[src/rtl/bira_pkg.sv]
// Shared definitions for the BIRA session sequencer: FSM encoding, record widths
// and the spare-structure to total-spare-count table.
package bira_pkg;

    localparam int FLT_W = 30;
    localparam int SOL_W = 16;

    localparam logic [2:0] ST_IDLE    = 3'd0;
    localparam logic [2:0] ST_COLLECT = 3'd1;
    localparam logic [2:0] ST_DRAIN   = 3'd2;
    localparam logic [2:0] ST_ANALYZE = 3'd3;
    localparam logic [2:0] ST_REPORT  = 3'd4;
    localparam logic [2:0] ST_ABORT   = 3'd5;
    localparam logic [2:0] ST_DONE    = 3'd6;

    function automatic logic [3:0] spare_total(input logic [1:0] spare_struct);
        logic [3:0] total;
        total = 4'd4;
        case (spare_struct)
            2'b00:   total = 4'd4;
            2'b01:   total = 4'd5;
            2'b10:   total = 4'd6;
            default: total = 4'd8;
        endcase
        return total;
    endfunction

endpackage

[src/rtl/bira_fault_fifo.sv]
// Synchronous first-word-fall-through FIFO for fault records; zero-latency head, push into a full
// FIFO is accepted only alongside a pop, pop from empty is ignored, flush empties it in one cycle.
module bira_fault_fifo #(
    parameter int DEPTH = 8,
    parameter int W     = 30
) (
    input  logic                     clk,
    input  logic                     rst,
    input  logic                     push_i,
    input  logic                     pop_i,
    input  logic                     flush_i,
    input  logic [W-1:0]             din_i,
    output logic [W-1:0]             dout_o,
    output logic [$clog2(DEPTH):0]   count_o,
    output logic                     full_o,
    output logic                     empty_o
);
    localparam int AW = $clog2(DEPTH);

    logic [W-1:0]  mem_q [DEPTH];
    logic [AW-1:0] wr_ptr_q, rd_ptr_q;
    logic [AW:0]   count_q;
    logic          do_push, do_pop;

    assign full_o  = (count_q == (AW+1)'(DEPTH));
    assign empty_o = (count_q == '0);
    assign count_o = count_q;
    assign dout_o  = mem_q[rd_ptr_q];

    assign do_pop  = pop_i & ~empty_o;
    assign do_push = push_i & (~full_o | do_pop);

    always_ff @(posedge clk or posedge rst) begin
        if (rst) begin
            wr_ptr_q <= '0;
            rd_ptr_q <= '0;
            count_q  <= '0;
        end else if (flush_i) begin
            wr_ptr_q <= '0;
            rd_ptr_q <= '0;
            count_q  <= '0;
        end else begin
            if (do_push) wr_ptr_q <= wr_ptr_q + AW'(1);
            if (do_pop)  rd_ptr_q <= rd_ptr_q + AW'(1);
            case ({do_push, do_pop})
                2'b10:   count_q <= count_q + (AW+1)'(1);
                2'b01:   count_q <= count_q - (AW+1)'(1);
                default: count_q <= count_q;
            endcase
        end
    end

    always_ff @(posedge clk) begin
        if (do_push && !flush_i) mem_q[wr_ptr_q] <= din_i;
    end

endmodule

[src/rtl/bira_seq_ctrl.sv]
// BIRA session sequencer: BIST fault FIFO, analyzer handshake, one-stage solution forwarding.
// Optional BIRA_FAULT_DEDUP_EN drops a fault identical to the last pushed record.
module bira_seq_ctrl
    import bira_pkg::*;
#(
    parameter int FIFO_DEPTH = 8,
    parameter int CNT_W      = 4
) (
    input  logic             clk,
    input  logic             rst,
    input  logic             start,
    input  logic [1:0]       spare_struct,
    input  logic             fault_detect,
    input  logic [9:0]       row_add_in,
    input  logic [9:0]       col_add_in,
    input  logic [7:0]       col_flag,
    input  logic [1:0]       bank_in,
    input  logic             test_end,
    output logic             bist_en,
    output logic             bist_pause,
    output logic             flt_valid,
    output logic [FLT_W-1:0] flt_data,
    input  logic             flt_ready,
    input  logic             pivot_new,
    output logic             ana_start,
    input  logic             ana_done,
    input  logic             ana_repair,
    input  logic             sol_in_valid,
    input  logic [SOL_W-1:0] sol_in,
    input  logic             sol_in_last,
    output logic             sol_in_ready,
    output logic             sol_valid,
    output logic [SOL_W-1:0] solution,
    input  logic             sol_ready,
    output logic             early_term,
    output logic             repair,
    output logic             done
);
    localparam int CW = $clog2(FIFO_DEPTH) + 1;

    logic [2:0]       state_q, state_d;
    logic [1:0]       struct_q, struct_d;
    logic [CNT_W-1:0] pivot_cnt_q, pivot_cnt_d;
    logic [CNT_W-1:0] sol_cnt_q, sol_cnt_d;
    logic             bist_en_q, bist_en_d;
    logic             ana_start_q, ana_start_d;
    logic             sol_valid_q, sol_valid_d;
    logic             sol_fin_q, sol_fin_d;
    logic [SOL_W-1:0] solution_q, solution_d;
    logic             early_term_q, early_term_d;
    logic             repair_q, repair_d;
    logic             done_q, done_d;

    logic [CNT_W-1:0] total, pivot_nxt, sol_cnt_inc;
    logic [FLT_W-1:0] rec, fifo_dout;
    logic [CW-1:0]    fifo_count;
    logic             fifo_full, fifo_empty;
    logic             in_run, start_ok, dup, fault_req, overflow, push, pop, flush;
    logic             pivot_trip, sol_load, sol_take, load_final;

    assign total       = CNT_W'(spare_total(struct_q));
    assign rec         = {bank_in, row_add_in, col_add_in, col_flag};
    assign in_run      = (state_q == ST_COLLECT) || (state_q == ST_DRAIN);
    assign start_ok    = start && ((state_q == ST_IDLE) || (state_q == ST_DONE));

    assign flt_valid   = in_run && !fifo_empty;
    assign flt_data    = flt_valid ? fifo_dout : '0;
    assign pop         = flt_valid && flt_ready;
    assign fault_req   = (state_q == ST_COLLECT) && fault_detect && !dup;
    // A full FIFO can still take a record in the same cycle its head leaves.
    assign overflow    = fault_req && fifo_full && !pop;
    assign push        = fault_req && !overflow;
    assign flush       = start_ok || (state_q == ST_ABORT);

    assign pivot_nxt   = (&pivot_cnt_q) ? pivot_cnt_q : pivot_cnt_q + CNT_W'(1);
    assign pivot_trip  = in_run && pivot_new && (pivot_nxt > total);

    assign sol_in_ready = (state_q == ST_REPORT) && !sol_fin_q && (!sol_valid_q || sol_ready);
    assign sol_load     = sol_in_valid && sol_in_ready;
    assign sol_take     = sol_valid_q && sol_ready;
    assign sol_cnt_inc  = sol_cnt_q + CNT_W'(1);
    assign load_final   = sol_in_last || (sol_cnt_inc >= total);

    assign bist_en    = bist_en_q;
    assign bist_pause = (state_q == ST_COLLECT) && (fifo_count >= CW'(FIFO_DEPTH - 1));
    assign ana_start  = ana_start_q;
    assign sol_valid  = sol_valid_q;
    assign solution   = solution_q;
    assign early_term = early_term_q;
    assign repair     = repair_q;
    assign done       = done_q;

`ifdef BIRA_FAULT_DEDUP_EN
    logic [FLT_W-1:0] last_q, last_d;
    logic             last_vld_q, last_vld_d;

    assign dup = last_vld_q && (rec == last_q);

    always_comb begin
        last_d     = last_q;
        last_vld_d = last_vld_q;
        if (start_ok) begin
            last_d     = '0;
            last_vld_d = 1'b0;
        end else if (push) begin
            last_d     = rec;
            last_vld_d = 1'b1;
        end
    end

    always_ff @(posedge clk or posedge rst) begin
        if (rst) begin
            last_q     <= '0;
            last_vld_q <= 1'b0;
        end else begin
            last_q     <= last_d;
            last_vld_q <= last_vld_d;
        end
    end
`else
    assign dup = 1'b0;
`endif

    bira_fault_fifo #(
        .DEPTH (FIFO_DEPTH),
        .W     (FLT_W)
    ) u_fifo (
        .clk     (clk),
        .rst     (rst),
        .push_i  (push),
        .pop_i   (pop),
        .flush_i (flush),
        .din_i   (rec),
        .dout_o  (fifo_dout),
        .count_o (fifo_count),
        .full_o  (fifo_full),
        .empty_o (fifo_empty)
    );

    always_comb begin
        state_d      = state_q;
        struct_d     = struct_q;
        pivot_cnt_d  = pivot_cnt_q;
        sol_cnt_d    = sol_cnt_q;
        bist_en_d    = bist_en_q;
        ana_start_d  = 1'b0;
        sol_valid_d  = sol_valid_q;
        sol_fin_d    = sol_fin_q;
        solution_d   = solution_q;
        early_term_d = early_term_q;
        repair_d     = repair_q;
        done_d       = done_q;

        case (state_q)
            ST_IDLE, ST_DONE: begin
                if (start_ok) begin
                    struct_d     = spare_struct;
                    pivot_cnt_d  = '0;
                    sol_cnt_d    = '0;
                    sol_valid_d  = 1'b0;
                    sol_fin_d    = 1'b0;
                    solution_d   = '0;
                    early_term_d = 1'b0;
                    repair_d     = 1'b0;
                    done_d       = 1'b0;
                    bist_en_d    = 1'b1;
                    state_d      = ST_COLLECT;
                end
            end
            ST_COLLECT, ST_DRAIN: begin
                if (pivot_new) pivot_cnt_d = pivot_nxt;
                if (pivot_trip) begin
                    early_term_d = 1'b1;
                    bist_en_d    = 1'b0;
                    state_d      = ST_ABORT;
                end else if (state_q == ST_COLLECT) begin
                    if (overflow) begin
                        bist_en_d = 1'b0;
                        state_d   = ST_ABORT;
                    end else if (test_end) begin
                        bist_en_d = 1'b0;
                        state_d   = ST_DRAIN;
                    end
                end else if (fifo_empty) begin
                    ana_start_d = 1'b1;
                    state_d     = ST_ANALYZE;
                end
            end
            ST_ANALYZE: begin
                if (ana_done) begin
                    repair_d = ana_repair;
                    if (ana_repair) begin
                        state_d = ST_REPORT;
                    end else begin
                        state_d = ST_DONE;
                        done_d  = 1'b1;
                    end
                end
            end
            ST_REPORT: begin
                if (sol_load) begin
                    solution_d  = sol_in;
                    sol_valid_d = 1'b1;
                    sol_cnt_d   = sol_cnt_inc;
                    if (load_final) sol_fin_d = 1'b1;
                end else if (sol_take) begin
                    sol_valid_d = 1'b0;
                    if (sol_fin_q) begin
                        state_d = ST_DONE;
                        done_d  = 1'b1;
                    end
                end
            end
            ST_ABORT: begin
                bist_en_d = 1'b0;
                repair_d  = 1'b0;
                done_d    = 1'b1;
                state_d   = ST_DONE;
            end
            default: state_d = ST_IDLE;
        endcase
    end

    always_ff @(posedge clk or posedge rst) begin
        if (rst) begin
            state_q      <= ST_IDLE;
            struct_q     <= '0;
            pivot_cnt_q  <= '0;
            sol_cnt_q    <= '0;
            bist_en_q    <= 1'b0;
            ana_start_q  <= 1'b0;
            sol_valid_q  <= 1'b0;
            sol_fin_q    <= 1'b0;
            solution_q   <= '0;
            early_term_q <= 1'b0;
            repair_q     <= 1'b0;
            done_q       <= 1'b0;
        end else begin
            state_q      <= state_d;
            struct_q     <= struct_d;
            pivot_cnt_q  <= pivot_cnt_d;
            sol_cnt_q    <= sol_cnt_d;
            bist_en_q    <= bist_en_d;
            ana_start_q  <= ana_start_d;
            sol_valid_q  <= sol_valid_d;
            sol_fin_q    <= sol_fin_d;
            solution_q   <= solution_d;
            early_term_q <= early_term_d;
            repair_q     <= repair_d;
            done_q       <= done_d;
        end
    end

endmodule

[config.mk]
export PLATFORM = sky130hd
export DESIGN_NAME = bira_seq_ctrl
export DESIGN_NICKNAME = d
export VERILOG_FILES = /design/src/rtl/bira_pkg.sv /design/src/rtl/bira_fault_fifo.sv /design/src/rtl/bira_seq_ctrl.sv
export SDC_FILE = /design/constraint.sdc
export NUM_CORES = 1
export LEC_CHECK = 0
export ABC_AREA = 1
export CELL_PAD_IN_SITES_DETAIL_PLACEMENT = 1
export CELL_PAD_IN_SITES_GLOBAL_PLACEMENT = 1
export CORE_MARGIN = 5
export CORE_UTILIZATION = 41
export CTS_BUF_LIST = sky130_fd_sc_hd__clkbuf_16
export DETAILED_ROUTE_END_ITERATION = 8
export GPL_ROUTABILITY_DRIVEN = 1
export PLACE_DENSITY = 0.74
export RECOVER_POWER = 50
export SYNTH_ARGS = -nofsm -noshare
export SYNTH_HDL_FRONTEND = slang
export SYNTH_HIERARCHICAL = 1
export SYNTH_SLANG_ARGS = --single-unit
[constraint.sdc]
create_clock -name clk -period 3.4 [get_ports clk]
set_clock_uncertainty 0.1 [all_clocks]
set_input_delay 0.68 -clock clk [delete_from_list [all_inputs] [get_ports clk]]
set_output_delay 0.68 -clock clk [all_outputs]
set_load 0.01 [all_outputs]
======== Yosys cells after proc, flatten, opt, wreduce, memory -nomap -nowiden ========
Memories as Yosys holds them, arrays and structs flattened.
Index checks and enable logic that the tools add are counted.
word-level totals
  flip-flop bits (word level) ............. 46
  RAM bits ................................ 240
  output and inout bits ................... 55
  word-level logic and storage cells ...... 164
  memories kept ........................... 1
operators by class
  add/sub/neg operators ................... 6
  magnitude comparators ................... 3
  equal/unequal tests ..................... 26
  muxes and demuxes ....................... 58
  bitwise logic cells ..................... 5
  reductions and logical operators ........ 50
memories
  name          depth  bits a word  read ports  clocked after memory_dff  wr ports  RTL line               RTL
  u_fifo.mem_q  8      30           1           0                         1         bira_fault_fifo.sv:20  logic [W-1:0] mem_q [DEPTH];
operators with widths
  cell                 number
  $mux 3               14
  $mux 16              2
  $pmux 16 s2          1
  $mux 30              1
  $pmux 4 s2           3
  $mux 1               23
  $mux 4               5
  $ne 2x2->1 const B   10
  $logic_and 1x1->1    15
  $pmux 3 s5           1
  $reduce_and 3->1     5
  $reduce_and 7->1     2
  $add 4x1->4 const B  3
  $pmux 4 s3           1
  $reduce_and 4->1     3
  $eq 3x3->1 const B   3
  $reduce_bool 3->1    3
  $ne 4x4->1 const B   2
  $reduce_bool 2->1    4
  $add 3x1->3 const B  2
  $eq 3x2->1 const B   2
  $logic_not 1->1      6
  $ne 3x3->1 const B   2
  $pmux 1 s2           3
  22 further kinds     32

======== Logic depth before layout (Yosys ltp) ========
  depth in word-level cells ............... 12
  mapped depth ............................ 19

======== Cells and area by module ========
Netlist, hierarchy kept.
modules (own cells, without submodules)
  module           instances  cells each  area an instance (um2)
  bira_fault_fifo  1          833         10104.7
  bira_seq_ctrl    1          340         2352.3

======== Worst setup path before layout ========
Ideal clock, no wire load.
  path kind ............................... reg-to-reg
  start point ............................. reg state_q[0]
  end point ............................... mem u_fifo.mem_q[0][0] (enable)
  arrival ................................. 2.817 ns
  data required time ...................... 2.883 ns
  path slack .............................. 0.066 ns
  cell stages (with the launch flop) ...... 12
  clock period less this slack ............ 3.334 ns
  path through ............................ dfrtp_1 -> inv_2 -> nand3_2 -> nand2_2 -> buf_6 -> nand3_2 -> nand2_2 -> and3_1 -> nand2_2 -> nor2_4 -> nand2_2 -> nor2_1
between the ends
  word-level cells in the longest chain between the ends .. 12
RTL lines
  what                                      RTL line                                  RTL
  from (decl)                               bira_seq_ctrl.sv:41                       logic [2:0] state_q, state_d;
  from (signal assigned)                    bira_seq_ctrl.sv:239                      state_q <= state_d;
  $eq 3x1->1 or $eq 3x2->1 (tied branches)  bira_seq_ctrl.sv:63, bira_seq_ctrl.sv:69
  $logic_or 1x1->1                          bira_seq_ctrl.sv:63                       assign in_run = (state_q == ST_COLLECT) || (state_q == ST_DRAIN);
  $logic_and 1x1->1                         bira_seq_ctrl.sv:66                       assign flt_valid = in_run && !fifo_empty;
  $logic_and 1x1->1                         bira_seq_ctrl.sv:68                       assign pop = flt_valid && flt_ready;
  $logic_not 1->1                           bira_seq_ctrl.sv:71                       assign overflow = fault_req && fifo_full && !pop;
  $logic_and 1x1->1                         bira_seq_ctrl.sv:71
  $logic_not 1->1                           bira_seq_ctrl.sv:72                       assign push = fault_req && !overflow;
  $logic_and 1x1->1 (*)                     bira_seq_ctrl.sv:72
  named net push                            bira_seq_ctrl.sv:58                       logic in_run, start_ok, dup, fault_req, overflow, push, pop, flush;
  $and 1x1->1 (*)                           bira_fault_fifo.sv:31                     assign do_push = push_i & (~full_o | do_pop);
  $logic_and 1x1->1 (*)                     bira_fault_fifo.sv:54                     if (do_push && !flush_i) mem_q[wr_ptr_q] <= din_i;
  $mux 1 (*)                                bira_fault_fifo.sv:54
  $mux 1 (implied by the code) (*)          bira_fault_fifo.sv:54
  to (decl)                                 bira_fault_fifo.sv:20
Mark *: on every way through the listed nets, which the timed path passes. The rest lies on a longest branch.

======== Worst setup path after layout ========
  start point ............................. reg u_fifo.rd_ptr_q[0]
  end point ............................... out flt_data[21]
between the ends
  word-level cells in the longest chain between the ends .. 2
RTL lines
  what                     RTL line               RTL
  from (decl)              bira_fault_fifo.sv:21  logic [AW-1:0] wr_ptr_q, rd_ptr_q;
  from (signal assigned)   bira_fault_fifo.sv:44  if (do_pop) rd_ptr_q <= rd_ptr_q + AW'(1);
  $mem_v2 8x30             --
  named net fifo_dout[21]  bira_seq_ctrl.sv:55    logic [FLT_W-1:0] rec, fifo_dout;
  $mux 30                  bira_seq_ctrl.sv:67    assign flt_data = flt_valid ? fifo_dout : '0;
  to (decl)                bira_seq_ctrl.sv:22    output logic [FLT_W-1:0] flt_data,
The timed path passes the listed nets, and every way through them passes these cells.

==> impl_metrics.ini <==
[logic_synthesis]
syn_avg_cell_area_um2 = 10.6
synth.net_count = 1248
synth-xor-area-share_pct = 0.281
synth-seq-cells = 286
synth_compound_area_share_pct = 8.71
yosys.area_share.simple_pct = 17.1
synth_cell_types = 37
synth.area.mux_share_pct = 0
syn-cell-area_um2 = 12500
syn_inst = 1173
synth_top_family_by_area = simple AND/OR/NAND/NOR gates
synth.yosys.warnings = 6
yosysSeqAreaShare_pct = 67.1
synthAdderAreaFrac_pct = 1.57

[power_and_ir_drop]
leakagePower_nw = 6.64
power.density_nw_per_um2 = 699
ir_drop_uv = 397
p_total_mw = 10.9

[global_route]
overflow = 0
use_met3_pct = 4.28
grt_use_total_pct = 19.5
top_usage_layer = met2
grtUsageMet2_pct = 34.1
grt_pass1_vias = 9633
grt_pass1_wl_mm = 52.5
use_met1_pct = 25.3
antenna_found_initial = 3
grt_max_degree = 39

[timing]
drv_slew = 32
slew_headroom_pct = -18.3
period_minus_slack_ns = 3.31
whs_ns = 0.387
worst_pin_slew_ns = 1.77
fmax_mhz = 302
setup_viol = 0
fin_crit_sh_pct = 97.3
tns_ns = 0
hold_violations = 0

[floorplan]
fp.dieArea_um2 = 34000
rows = 63
fp.dieW_um = 184
fp.coreArea_um2 = 29800
num_io_pins = 115
initial_core_util_pct = 41.8
die_y_um = 184

[cts]
cts_buffers = 30
path_clk_slew_ns = 0.06
cts_buffer_depth = 3
cts_htree_levels = 1
clk_latency_ns = 0.55
cts_tree = yes
numClockSinks = 286
root_buffer = clkbuf_16
hold_buffers = 0

[setup_path]
end_kind = output pin
startpoint = u_fifo/rd_ptr_q[0]$_DFFE_PP0P_
startpoint_type = register
cp_max_fo = 19
arrival_ns = 2.53
critPathKind = register to output pin
timing.rr.start = u_fifo/count_o[0]$_DFFE_PP0P_
critPathRequiredTime_ns = 2.62

[place]
hpwl_mm = 19.6
gp_congestion = 0.785
post_dp_cell_area_um2 = 14200
portBuffers = 114

[drt]
drc = 0
antenna_left = 0
vias = 9107
drtIter0Drc = 465
post_drt_via_cell_ratio = 5.25
avgRoutedWirePerCell_um = 20.1
wl_mm = 34.8
dr.pass1.iters = 4

[final_layout]
area_growth_pct = 25.2
drive_gt1_share_pct = 10.0
final_util_pct = 52.4
finalInstanceArea_um2 = 15600
num-nets-final = 1398

[hold_path]
hp-class = register to register
hold_start = bist_en$_DFFE_PP0P_

[run_status]
violations = max-capacitance violations, max-slew violations
status = complete, but fails checks

[job]
cap_violations = 1
[per-layer routing]
| metal | up-vias | routed length (µm) |
|---|---|---|
| met5 | - | 42 |
| met4 | 6 | 497 |
| met3 | 47 | 2100 |
| met2 | 239 | 17300 |
| met1 | 4556 | 14900 |
| li1 | 4259 | - |
[final timing paths]
kind / end / slack, ns / cells after the start
setup / recovery: flt_data[21] / 0.09 / 11
hold / removal: bist_en$_DFFE_PP0P_ / 0.39 / 2
setup reg to reg: u_fifo/count_o[3]$_DFFE_PP0P_ / 0.47 / 18
hold reg to reg: bist_en$_DFFE_PP0P_ / 0.39 / 2
max in group asynchronous: solution[12]$_DFFE_PP0P_ / 0.78 / 3
min in group asynchronous: done$_DFFE_PP0P_ / 0.49 / 2
[layout make-up]
type / count / area (µm²)
Clock buffer: 31 / 776
Tap cell: 390 / 488
Antenna cell: 1 / 2.50
Timing Repair Buffer: 172 / 1980
Fill cell: 3206 / 14200
Inverter: 86 / 335
Multi-Input combinational cell: 747 / 3490
Sequential cell: 286 / 8360
Clock inverter: 23 / 160
[cell usage after synthesis (all sizes together)]
master    n  area share, %
nor2    243            7.5
edfxtp  240             58
nand2   211            6.6
o21ai   197            7.9
inv      86            2.6
nand3    51            2.4
dfrtp    46            9.2
buf      38            2.0
clkbuf   16           0.69
ha       14            1.4
a21oi     9           0.42
nor3      5           0.33
nand4     3           0.15
xor2      3           0.21
o21a      2           0.12
o21bai    2           0.12
a21boi    1          0.060
a22o      1          0.070
and3      1          0.050
fa        1           0.16
nand3b    1          0.060
or2       1          0.050
xnor2     1          0.070
[kinds of logic after synthesis]
group                      after synthesis
buffers and inverters                  140
xor gates and xnor gates                 4
and+or+nand+nor                        516
AOI/OAI and AO/OA                      212
DFF                                    286
adders and majority gates               15
[metrics by stage]
stage / cells / setup slack, ns
finish: 1736 / 0.0924
floorplan: 1173 / 0.0664
global route: 1735 / -0.0161
detailed placement: 1661 / 0.109
global placement: 1661 / 0.239
CTS: 1723 / -0.0223
[power by group]
| group | total [mW] | switching, mW | leakage [nW] | internal [mW] |
|---|---|---|---|---|
| Combinational | 3.47 | 2.07 | 3.38 | 1.40 |
| Sequential | 4.32 | 0.207 | 2.77 | 4.11 |
| Clock | 3.12 | 1.32 | 0.486 | 1.79 |
| Total | 10.9 | 3.60 | 6.64 | 7.30 |
[cell usage in the layout, fill, tap and decap left out, types with 5 or more instances in the layout]
cell type / n
dlymetal6s2s_1: 26
buf_16: 5
dlygate4sd3_1: 31
buf_12: 10
dfrtp_1: 44
a21oi_1: 7
edfxtp_1: 240
clkinv_1: 8
nand3_1: 46
o21ai_0: 159
clkdlybuf4s50_1: 53
clkinv_2: 5
nor2_4: 10
clkbuf_16: 38
nor2_1: 229
nand2_2: 10
nand2_1: 201
ha_1: 14
inv_1: 86
buf_4: 29
o21ai_1: 38
[critical path: stages, from the launching register on]
cell,delay (ns)
dfrtp_4,0.56
buf_12,0.15
clkbuf_16,0.18
nor2_1,0.07
nor2_1,0.11
o21ai_0,0.12
o21ai_0,0.12
nand2_1,0.10
nand2_1,0.11
inv_1,0.06
nor2_1,0.09
dlygate4sd2_1,0.32
[registers in the layout (all words and copies together), names as in the netlist, 2 cells and up]
register	cells
sol_cnt_q	4
u_fifo/count_o	4
u_fifo/rd_ptr_q	3
u_fifo/wr_ptr_q	3
solution	16
state_q	3
pivot_cnt_q	4
u_fifo/mem_q	240
struct_q	2
[timing repair]
| item | in CTS | in global routing |
|---|---|---|
| setup endpoints to repair | 25 | 26 |
| gates resized for setup | 10 | 40 |
| cloned | 3 | 7 |
| setup buffers | 5 | 5 |
| pin swaps | 0 | 2 |
Power figures use the tool's default switching activity.
==> variant 1: new RTL, same settings <==
Change the parameter `FIFO_DEPTH` from 8 to 4.
--- a/src/rtl/bira_seq_ctrl.sv
+++ b/src/rtl/bira_seq_ctrl.sv
@@ -3,7 +3,7 @@
 module bira_seq_ctrl
     import bira_pkg::*;
 #(
-    parameter int FIFO_DEPTH = 8,
+    parameter int FIFO_DEPTH = 4,
     parameter int CNT_W      = 4
 ) (
     input  logic             clk,
Formal check against the unedited RTL: not equivalent (a bounded check fails within 10 cycles, from zero or initial values and one cycle with rst high).
==> variant 1 against the original RTL <==
The run still ends with max-capacitance violations, max-slew violations left; area after synthesis shrank 41%; die area down 39%; utilization is 1.7 points higher; sequential cell count shrank 123; maximum frequency increased by 1.3%; non-clock buffer count decreased by 38; worst setup slack better by 0.042 ns; final area decreased by 40%; power shrank 29%; sequential power decreased by 38%; routed wire length down 44%; register-to-register slack improved by 0.03 ns; critical endpoint is now flt_data[4]; largest cell class unchanged; largest power group is now combinational logic; highest routed layer unchanged.
==> variant 1: results (changes against the original RTL) <==
outcome=finished, violations left; violated checks=max-capacitance violations, max-slew violations; Post-Place Cell Area=8780 um2 (-38%); # Max-Cap Violations=1 (unchanged); largest net degree at the start of global routing=62 (+59%); register area share after synthesis=64.0% (-3.1 points); register area=4680 um2 (-44%); met2 WL post-DR=9920 um (-43%); vias in the first global route=6018 (-38%); Async SR Flop Fraction=26.4% (+10 points); Slew Viols, Final=32 (unchanged); measured slew at the worst slew-check pin=1.75 ns (-0.0286 ns); GRT met1 Usage=23.8% (-1.5 points); Worst-Skew Late Latency=0.41 ns (-0.14 ns); DRT Wirelength=19500 um (-44%); CP max FO=15 (-4); Worst Setup EP=flt_data[4]; final setup margin=0.135 ns (+0.0425 ns); top post-synthesis cells by count=120 x edfxtp_1, 111 x nor2_1, 91 x nand2_1, 80 x inv_1, 54 x o21ai_0; post-CTS sizing=4 (-6); Largest register FFs=120 (-50%); Yosys cell types=38 (+2.7%); layout net count=897 (-36%); top post-synthesis cells by area=edfxtp_1 49%, dfrtp_1 15%, nor2_1 5.7%; CTS buffer count=17 (-43%); layout cells sized above 1=10.7% (+0.62 points); DR iter-0 viols=258 (-45%); Reg2Reg Depth=17 (-1); Worst path slowest cell=clkdlybuf4s50_1; slowest stage delay, CP=0.54 ns (-0.02 ns); Total GRT Usage=19.4% (-0.12 points); router iterations before antenna repair=5 (+1); reg2reg start=state_q[0]; H-tree lvl count=4 (+3); first-pass GRT wire length=31000 um (-41%); DP Worst Slack=0.203 ns (+0.0933 ns); met3 GRT Util=4.79% (+0.51 points)
-- variant 1: cell type report --
cell class | count | area share, %
diodes | 1 | 0.0266
clock buffers | 20 | 5.31
clock inverters | 12 | 0.917
inverters | 89 | 3.65
multi-input cells | 416 | 23.0
flip-flops and latches | 163 | 49.7
well taps | 225 | 2.99
repair buffers | 134 | 14.3
repair inverters | 1 | 0.0797
-- variant 1: kinds of logic (layout without fill, tap and decap cells) --
family | after synthesis | after routing | share of synthesized area, %
compound gates | 126 | 126 | 9.46
xor+xnor | 3 | 3 | 0.359
fa+ha+maj | 15 | 15 | 2.67
buf+inv | 117 | 256 | 6.60
flops | 163 | 163 | 64.0
other cells | 0 | 1 | 0
simple gates | 272 | 272 | 16.9
-- variant 1: report_power, final --
group	leakage, nW	total [mW]	internal, mW	switching (mW)
Clock	0.308	1.86	1.12	0.739
Combinational	2.04	3.17	1.28	1.89
Sequential	1.65	2.68	2.45	0.223
==> variant 2: new RTL, same flow settings <==
Made on the original files. Compare `count_q` against `(AW+1)'(DEPTH)` with >= in place of ==.
--- a/src/rtl/bira_fault_fifo.sv
+++ b/src/rtl/bira_fault_fifo.sv
@@ -22,7 +22,7 @@
     logic [AW:0]   count_q;
     logic          do_push, do_pop;
 
-    assign full_o  = (count_q == (AW+1)'(DEPTH));
+    assign full_o  = (count_q >= (AW+1)'(DEPTH));
     assign empty_o = (count_q == '0);
     assign count_o = count_q;
     assign dout_o  = mem_q[rd_ptr_q];
Formal check against the unedited RTL: no difference found for any inputs over 4 cycles, from zero or initial values and one cycle with rst high; that may be too few to reach the edited logic, so the function may still have changed.
==> variant 2 against the original RTL <==
Final area down 1.3%; area after synthesis fell by 0.83%; worst setup slack worse by 0.048 ns; routed wire length fell by 3.3%; global-route usage is 0.43 points higher; power grew 4.0%; largest power group unchanged; largest cell class unchanged; first-iteration DRC count grew 47%; sequential cell count did not move.
==> variant 2: results (changes against the original RTL) <==
Clk power=3.08 mW (-1%); r2r setup slk=0.41 ns (-0.06 ns); Sw Pwr=3.90 mW (+8.4%); reg2reg start=state_q[0]; clk tree area frac=6.01% (about the same); fin util=51.8% (-0.54 points); Total GRT Usage=19.9% (+0.43 points); buffering overhead=11.9% (-0.79 points); met2 WL post-DR=16900 um (-2.3%); first-pass GRT wire length=53100 um (+1.2%); Synth Instances=1104 (-5.9%); Worst-Skew Late Latency=0.57 ns (+0.02 ns); Reg2Reg Depth=14 (-4); vias in the first global route=9524 (-1.1%); Final HPWL DP=20700 um (+5.9%); Syn Nets=1179 (-5.5%); Data arrival, critical path=2.58 ns (+0.05 ns); layout net count=1320 (-5.6%); dpl cells=1587 (-4.5%); routability congestion estimate=0.776 (-1.1%); flip-flop and latch count=286 (unchanged); outcome=complete, no violations; Avg Vias per Cell=5.25 (about the same); top post-synthesis cells by count=240 x edfxtp_1, 189 x nand2_1, 178 x nor2_1, 87 x o21ai_0, 82 x inv_1; Crit Reg-Reg Endpoint=u_fifo/mem_q[0][10]; pwr dens=737 nW/um2 (+5.4%); met3 GRT Util=3.11% (-1.2 points); DP Worst Slack=0.226 ns (+0.117 ns); Multi-Input Combinational=677 (-9.4%); hold_ws=0.390 ns (+0.00343 ns); DRT Wirelength=33700 um (-3.3%); initial antenna violation count=2 (-1); largest vdd supply drop=0.000409 V (+3.0%)
-- variant 2: cell types whose count changed in the layout (fill, tap and decap cells not counted), sizes merged, moves of 7 or more --
| cell | change |
|---|---|
| clkbuf | -7 |
| dlygate4sd2 | +9 |
| dlymetal6s2s | -10 |
| mux2i | +30 |
| nand2 | -13 |
| nor2 | -60 |
| o21ai | -53 |
| o22ai | +30 |
-- variant 2: cells by family after synthesis --
logic type	after synthesis	synth area share, %
flip-flops	286	67.7
buffers and inverters	141	5.12
adder cells (fa/ha/maj)	15	1.58
AND/OR/NAND/NOR	436	14.6
XOR/XNOR	3	0.213
AO/OA/AOI/OAI	193	8.39
multiplexers	30	2.43
-- variant 2: worst min-delay path, cell delays in order, from the launching register on --
cell and delay [ns]:
dfrtp_1 0.35, nand2_1 0.06, nand2_1 0.05
-- variant 2: timing repair --
action                     CTS  global route
pin swaps                    3             1
resized for setup           32            18
setup buffers                7             4
gates cloned                 4             1
setup endpoints to repair   30            17
